==> config.mk <==
export PLATFORM = sky130hd
export DESIGN_NAME = processador_v2_flat
export DESIGN_NICKNAME = d
export VERILOG_FILES = /design/src/rtl/processador_v2_pkg.sv /design/src/rtl/processador_v2_if.sv /design/src/rtl/processador_alu.sv /design/src/rtl/processador_v2.sv /design/src/flat_wrapper.sv
export SDC_FILE = /design/constraint.sdc
export NUM_CORES = 1
export LEC_CHECK = 0
export ABC_AREA = 1
export BUFFER_PORTS_ARGS = -buffer_cell sky130_fd_sc_hd__buf_2
export CORE_ASPECT_RATIO = 1.2
export CORE_MARGIN = 1
export CORE_UTILIZATION = 25
export CTS_CLUSTER_DIAMETER = 60
export CTS_CLUSTER_SIZE = 24
export DETAILED_ROUTE_END_ITERATION = 10
export PLACE_DENSITY_LB_ADDON = 0.08
export SLEW_MARGIN = 0
export SYNTH_ARGS = -nofsm -noshare
export SYNTH_HDL_FRONTEND = slang
export SYNTH_SLANG_ARGS = --single-unit
==> constraint.sdc <==
create_clock -name clock -period 12.6 [get_ports clock]
set_clock_uncertainty 0.1 [all_clocks]
set_input_delay 1.26 -clock clock [delete_from_list [all_inputs] [get_ports clock]]
set_output_delay 1.26 -clock clock [all_outputs]
set_load 0.02 [all_outputs]
==> src/rtl/processador_v2_pkg.sv <==
// Shared definitions for the processador_v2 multicycle processor:
// opcode encodings, instruction step enum and bus source selection.
package processador_v2_pkg;

    localparam int unsigned DATA_W = 16;
    localparam int unsigned NREGS  = 8;

    localparam logic [3:0] OP_MV  = 4'b0000;
    localparam logic [3:0] OP_AND = 4'b0001;
    localparam logic [3:0] OP_ADD = 4'b0010;
    localparam logic [3:0] OP_SUB = 4'b0011;
    localparam logic [3:0] OP_OR  = 4'b0100;
    localparam logic [3:0] OP_XOR = 4'b0101;
    localparam logic [3:0] OP_MVI = 4'b1010;
    localparam logic [3:0] OP_NOP = 4'b1000;

    typedef enum logic [1:0] {
        T0 = 2'd0,
        T1 = 2'd1,
        T2 = 2'd2,
        T3 = 2'd3
    } step_t;

    typedef enum logic [2:0] {
        SEL_IIN  = 3'd0,
        SEL_IMM  = 3'd1,
        SEL_REG  = 3'd2,
        SEL_G    = 3'd3,
        SEL_ZERO = 3'd4
    } bus_sel_t;

    // True for the opcodes that go through the A -> G -> rX ALU sequence.
    function automatic logic is_alu_op(input logic [3:0] op);
        return (op == OP_AND) || (op == OP_ADD) || (op == OP_SUB) ||
               (op == OP_OR)  || (op == OP_XOR);
    endfunction

endpackage

==> src/rtl/processador_v2_if.sv <==
// Instruction input and observed shared bus of processador_v2.
interface processador_v2_if;

    logic [15:0] iin;
    logic [15:0] bus;

    // Instruction source / observer side
    modport master (
        output iin,
        input  bus
    );

    // Processor side
    modport slave (
        input  iin,
        output bus
    );

endinterface

==> src/rtl/processador_alu.sv <==
// 16-bit combinational ALU; arithmetic wraps modulo 2^16, no flags.
module processador_alu
    import processador_v2_pkg::*;
(
    input  logic [15:0] i_a,
    input  logic [15:0] i_b,
    input  logic [3:0]  i_op,
    output logic [15:0] o_result
);

    // Operation select; unused opcodes produce zero
    always_comb begin
        o_result = '0;
        case (i_op)
            OP_AND:  o_result = i_a & i_b;
            OP_ADD:  o_result = i_a + i_b;
            OP_SUB:  o_result = i_a - i_b;
            OP_OR:   o_result = i_a | i_b;
            OP_XOR:  o_result = i_a ^ i_b;
            default: o_result = '0;
        endcase
    end

endmodule

==> src/rtl/processador_v2.sv <==
// Minimal 16-bit multicycle processor: r0..r7, A, G and IR share one bus.
// Every instruction takes four steps T0..T3; decode uses IR only.
module processador_v2
    import processador_v2_pkg::*;
(
    input  logic             clock,
    input  logic             resetn,
    processador_v2_if.slave  bif
);

    step_t       r_step;
    step_t       w_step_next;

    logic [15:0] r_ir;
    logic [15:0] r_a;
    logic [15:0] r_g;
    logic [15:0] r_regs [NREGS];

    logic [3:0]  w_op;
    logic [2:0]  w_rx;
    logic [2:0]  w_ry;
    logic [15:0] w_imm;
    logic        w_alu_op;

    bus_sel_t    w_sel;
    logic [2:0]  w_rd_idx;
    logic        w_ir_we;
    logic        w_a_we;
    logic        w_g_we;
    logic        w_rf_we;

    logic [15:0] w_bus;
    logic [15:0] w_alu_result;

    assign w_op     = r_ir[15:12];
    assign w_rx     = r_ir[11:9];
    assign w_ry     = r_ir[8:6];
    assign w_imm    = {7'b0, r_ir[8:0]};
    assign w_alu_op = is_alu_op(w_op);

    processador_alu u_alu (
        .i_a      (r_a),
        .i_b      (w_bus),
        .i_op     (w_op),
        .o_result (w_alu_result)
    );

    // Step register: free-running T0..T3, reset forces T0
    always_ff @(posedge clock) begin
        if (resetn) begin
            r_step <= T0;
        end else begin
            r_step <= w_step_next;
        end
    end

    // Next step: unconditional four-step cadence
    always_comb begin
        w_step_next = T0;
        case (r_step)
            T0:      w_step_next = T1;
            T1:      w_step_next = T2;
            T2:      w_step_next = T3;
            T3:      w_step_next = T0;
            default: w_step_next = T0;
        endcase
    end

    // Control decode: bus source and write enables per step; reset forces an idle zero bus
    always_comb begin
        w_sel    = SEL_ZERO;
        w_rd_idx = '0;
        w_ir_we  = 1'b0;
        w_a_we   = 1'b0;
        w_g_we   = 1'b0;
        w_rf_we  = 1'b0;
        if (!resetn) begin
            case (r_step)
                T0: begin
                    w_sel   = SEL_IIN;
                    w_ir_we = 1'b1;
                end
                T1: begin
                    if (w_op == OP_MV) begin
                        w_sel    = SEL_REG;
                        w_rd_idx = w_ry;
                        w_rf_we  = 1'b1;
                    end else if (w_op == OP_MVI) begin
                        w_sel   = SEL_IMM;
                        w_rf_we = 1'b1;
                    end else if (w_alu_op) begin
                        w_sel    = SEL_REG;
                        w_rd_idx = w_rx;
                        w_a_we   = 1'b1;
                    end
                end
                T2: begin
                    if (w_alu_op) begin
                        w_sel    = SEL_REG;
                        w_rd_idx = w_ry;
                        w_g_we   = 1'b1;
                    end
                end
                T3: begin
                    if (w_alu_op) begin
                        w_sel   = SEL_G;
                        w_rf_we = 1'b1;
                    end
                end
                default: w_sel = SEL_ZERO;
            endcase
        end
    end

    // Shared bus mux: one source per step, zero when nothing drives it
    always_comb begin
        w_bus = '0;
        case (w_sel)
            SEL_IIN:  w_bus = bif.iin;
            SEL_IMM:  w_bus = w_imm;
            SEL_REG:  w_bus = r_regs[w_rd_idx];
            SEL_G:    w_bus = r_g;
            default:  w_bus = '0;
        endcase
    end

    assign bif.bus = w_bus;

    // Datapath registers: every register loads from the bus except G, which takes the ALU result
    always_ff @(posedge clock) begin
        if (resetn) begin
            r_ir <= '0;
            r_a  <= '0;
            r_g  <= '0;
            for (int unsigned i = 0; i < NREGS; i++) begin
                r_regs[i] <= '0;
            end
        end else begin
            if (w_ir_we) r_ir <= w_bus;
            if (w_a_we)  r_a  <= w_bus;
            if (w_g_we)  r_g  <= w_alu_result;
            if (w_rf_we) r_regs[w_rx] <= w_bus;
        end
    end

endmodule

==> src/flat_wrapper.sv <==
// flat-port wrapper written by rule: the top's interface ports become plain ports
module processador_v2_flat import processador_v2_pkg::*;
  (clock, resetn, bif_iin, bif_bus);
  processador_v2_if bif_i ();
  input  logic clock;
  input  logic resetn;
  input wire logic [$bits(bif_i.iin)-1:0] bif_iin;
  output wire logic [$bits(bif_i.bus)-1:0] bif_bus;
  assign bif_i.iin = bif_iin;
  assign bif_bus = bif_i.bus;
  processador_v2 u_core (.clock(clock), .resetn(resetn), .bif(bif_i));
endmodule
==> impl_metrics.csv <==
group,metric,value,unit
global_route,grt_pass1_vias,8763,
placed_design,gp_congestion,0.777,
critical_path,startpoint_type,"input port",
critical_path,cp_slowest_cell,"inv_2",
clocking,cts-htree-levels,4,
cells_and_area,stdcell_area,11700,µm²
timing,rsz0062_at_grt,"no",
synth,post-synth-top-area-cell,"edfxtp_1",
route,routedWlPerCell,20.7,µm
critical_path,r2r_end,"u_core.r_g[15]",
pwr,p_int,1180,µW
timing,fin_setup_tns,0,ns
timing,tightest_slew,1.13,ns
route,remaining_drc_errors,0,
synth,yosysWarningCount,0,
timing,fin_crit,8.25,ns
floorplan,coreArea,41700,µm²
route,wirelength,37800,µm
global_route,grt_max_degree,69,
global_route,grt_antenna_before_repair,0,
timing,fmax,121,MHz
timing,hold_slack,0.383,ns
synth,synth.area.top_cells,"edfxtp_1 (36%), dfxtp_1 (9.5%), nand3_1 (7.7%), ha_1 (6.4%), inv_1 (6.0%)",
clocking,root_buffer,"clkbuf_16",
cells_and_area,finalNetCount,1342,
clocking,clk_pin_slew,0.07,ns
global_route,grt_usage,18.0,%
synth,mappedNetlistArea,10500,µm²
placed_design,postPlaceCellArea,11100,µm²
pwr,switchingPower,805,µW
floorplan,boundaryPins,34,
cells_and_area,insertedDiodeCount,0,
pwr,p_clk_share,28.3,%
critical_path,crit_path_max_fanout,63,
pwr,p_sw_share,40.5,%
clocking,cts_setup_buffers,0,
placed_design,dp_hpwl,24500,µm
floorplan,rows,82,
job,max_cap_violations,0,
floorplan,die_w,190,µm
pwr,power_leakage,0.00497,µW
critical_path,required,12.89,ns
cells_and_area,utilization,28.2,%
synth,avgSynthCellArea,8.31,µm²
placed_design,placedCellCount,1796,
global_route,grt_pass1_wl,56100,µm
synth,async_reset_ff_share,0,%
pwr,ir_drop,65.1,µV
critical_path,cp-end-kind,"register",
critical_path,reg2reg_slack,5.53,ns
clocking,clock_sink_count,178,
critical_path,max_stage_delay,0.84,ns
cells_and_area,fillCellCount,4577,
timing,hold_viol_final,0,
global_route,grt-ovfl-total,0,
cells_and_area,area_growth_syn_to_layout,11.2,%
critical_path,r2r_cells,34,
clocking,cts_buffer_depth,2,
critical_path,cp.arrival,8.54,ns
floorplan,initial_utilization,25.3,%
critical_path,r2r-start,"u_core.r_step[1]",
timing,period_share,65.5,%
min_path,min_to,"u_core.r_g[6]",
route,first_iter_violations,540,
min_path,hp-start,"u_core.r_g[6]",
synth,ys_seq_elements,178,
clocking,cts_tree,"done",
synth,synth.top_cell.area_share,36.4,%
min_path,min_path_type,"register to register",
route,firstDrtPassIters,5,
synth,ys_seq_area_share,45.9,%
timing,relSlewSlack,24.3,%
route,vias,8673,
cells_and_area,stdcell_count,1828,
floorplan,chipHeight,227,µm
synth,ys.flop_type,"edfxtp_1",
outcome,status,"finished clean",
critical_path,crit_type,"input port to register",
route,antenna_left,0,
pwr,power_density,169,nW/µm²
synth,synthesis.nets,1343,
synth,netlist_instances,1270,
cells_and_area,drive_gt1_share,10.1,%
pwr,power.share.combinational,35.4,%
clocking,insertion_delay,0.45,ns
clocking,cts_resized,0,
pwr,p_seq_share,36.3,%
timing,maxSlewViolCount,0,
timing,finalSetupViolations,0,
synth,synth.distinct_cells,48,
route,viasPerCell,4.74,
placed_design,portBuffers,33,
clocking,ctsHoldBuffers,0,
floorplan,die_area,43000,µm²
synth,synth-edff-count,128,
clocking,cts_inserted_buffers,17,
min_path,hold_depth,2,
==> cells by family (layout without fill, tap and decap cells) <==
family	Yosys count	after routing	synth area share, %
compound gates	176	176	9.81
xor+xnor	13	13	1.08
fa+ha+maj	55	55	6.59
buf+inv	252	264	9.90
flops	178	178	45.9
simple gates	596	596	26.7
==> final cells by class <==
type                            count  area, µm²  share of cell area, %
Clock buffer                       19        433                   3.69
Clock inverter                     13        158                   1.34
Inverter                          189        712                   6.07
Timing Repair Buffer               43        240                   2.05
Sequential cell                   178       4840                   41.3
Multi-Input combinational cell    840       4660                   39.7
Tap cell                          546        683                   5.82
==> worst max-delay path, delay by kind of cell <==
kind / cells / cell delay, ns
compound gates: 3 / 0.55
buf+inv: 11 / 3.03
xor+xnor: 1 / 0.07
simple gates: 18 / 2.92
fa+ha+maj: 2 / 0.64
==> through the flow <==
stage,power [µW],worst slack (ns)
final,1990,4.35
after CTS,2010,4.28
after global placement,1440,4.05
after detailed placement,1440,3.79
after global routing,2110,3.70
after floorplan,1210,6.94
==> power groups by stage <==
stage,clock network (µW),logic [µW],registers (µW)
after floorplan,0,493,721
after global placement,0,710,735
after detailed placement,0,708,735
after CTS,578,712,722
after global routing,598,787,728
final,562,705,722
==> sequential cells by signal, summed over array words and instances, names as in the netlist <==
signal	count
u_core.r_regs	128
u_core.r_a	16
u_core.r_g	16
u_core.r_ir	16
u_core.r_step	2
==> cells in the mapped netlist (3+ instances only) <==
| cell type | count |
|---|---|
| nand4_1 | 12 |
| o21ai_1 | 4 |
| o2111ai_1 | 4 |
| buf_6 | 8 |
| a21oi_1 | 58 |
| o21ai_0 | 71 |
| edfxtp_1 | 128 |
| clkbuf_1 | 36 |
| nand2_4 | 6 |
| nand3_1 | 162 |
| a21oi_2 | 3 |
| xor2_1 | 13 |
| o211ai_1 | 3 |
| buf_2 | 14 |
| nor2_1 | 165 |
| a22oi_1 | 9 |
| buf_4 | 5 |
| a211oi_1 | 5 |
| o221a_2 | 4 |
| clkinv_1 | 7 |
| dfxtp_1 | 50 |
| ha_1 | 54 |
| nand2_1 | 167 |
| nand3b_1 | 49 |
| inv_2 | 13 |
| nor2_2 | 4 |
| nor3_1 | 6 |
| inv_1 | 168 |
| nand2_2 | 16 |
==> how the worst max path moves through the flow <==
stage | startpoint | endpoint | slack (ns)
4_1_cts | resetn | u_core.r_g[15] | 4.28
2_1_floorplan | resetn | u_core.r_g[15] | 6.94
3_5_place_dp | resetn | u_core.r_g[15] | 3.79
6_report | resetn | u_core.r_g[15] | 4.35
5_1_grt | resetn | u_core.r_g[15] | 3.70
3_3_place_gp | resetn | u_core.r_g[15] | 4.05
==> cell usage in the layout (no fill, tap or decap), types with 6 or more instances in the layout <==
cell type / count
inv_1: 168
nor3_1: 6
nand2_2: 16
nor2_1: 163
nand3_1: 162
nand2_4: 6
a21oi_1: 58
a22oi_1: 9
edfxtp_1: 128
inv_2: 13
clkinv_1: 9
nand2_1: 167
nand4_1: 12
nand3b_1: 49
buf_2: 33
nor2_2: 6
buf_4: 10
ha_1: 54
clkbuf_16: 17
xor2_1: 13
dfxtp_1: 50
o21ai_0: 71
==> layer usage <==
| layer | track usage [%] | routed length (µm) |
|---|---|---|
| met1 | 21.5 | 16300 |
| met2 | 32.7 | 19400 |
| met3 | 2.40 | 1160 |
| met4 | 6.74 | 999 |
| met5 | 0 | 0 |
No activity file was read; power rests on OpenSTA's default activity.
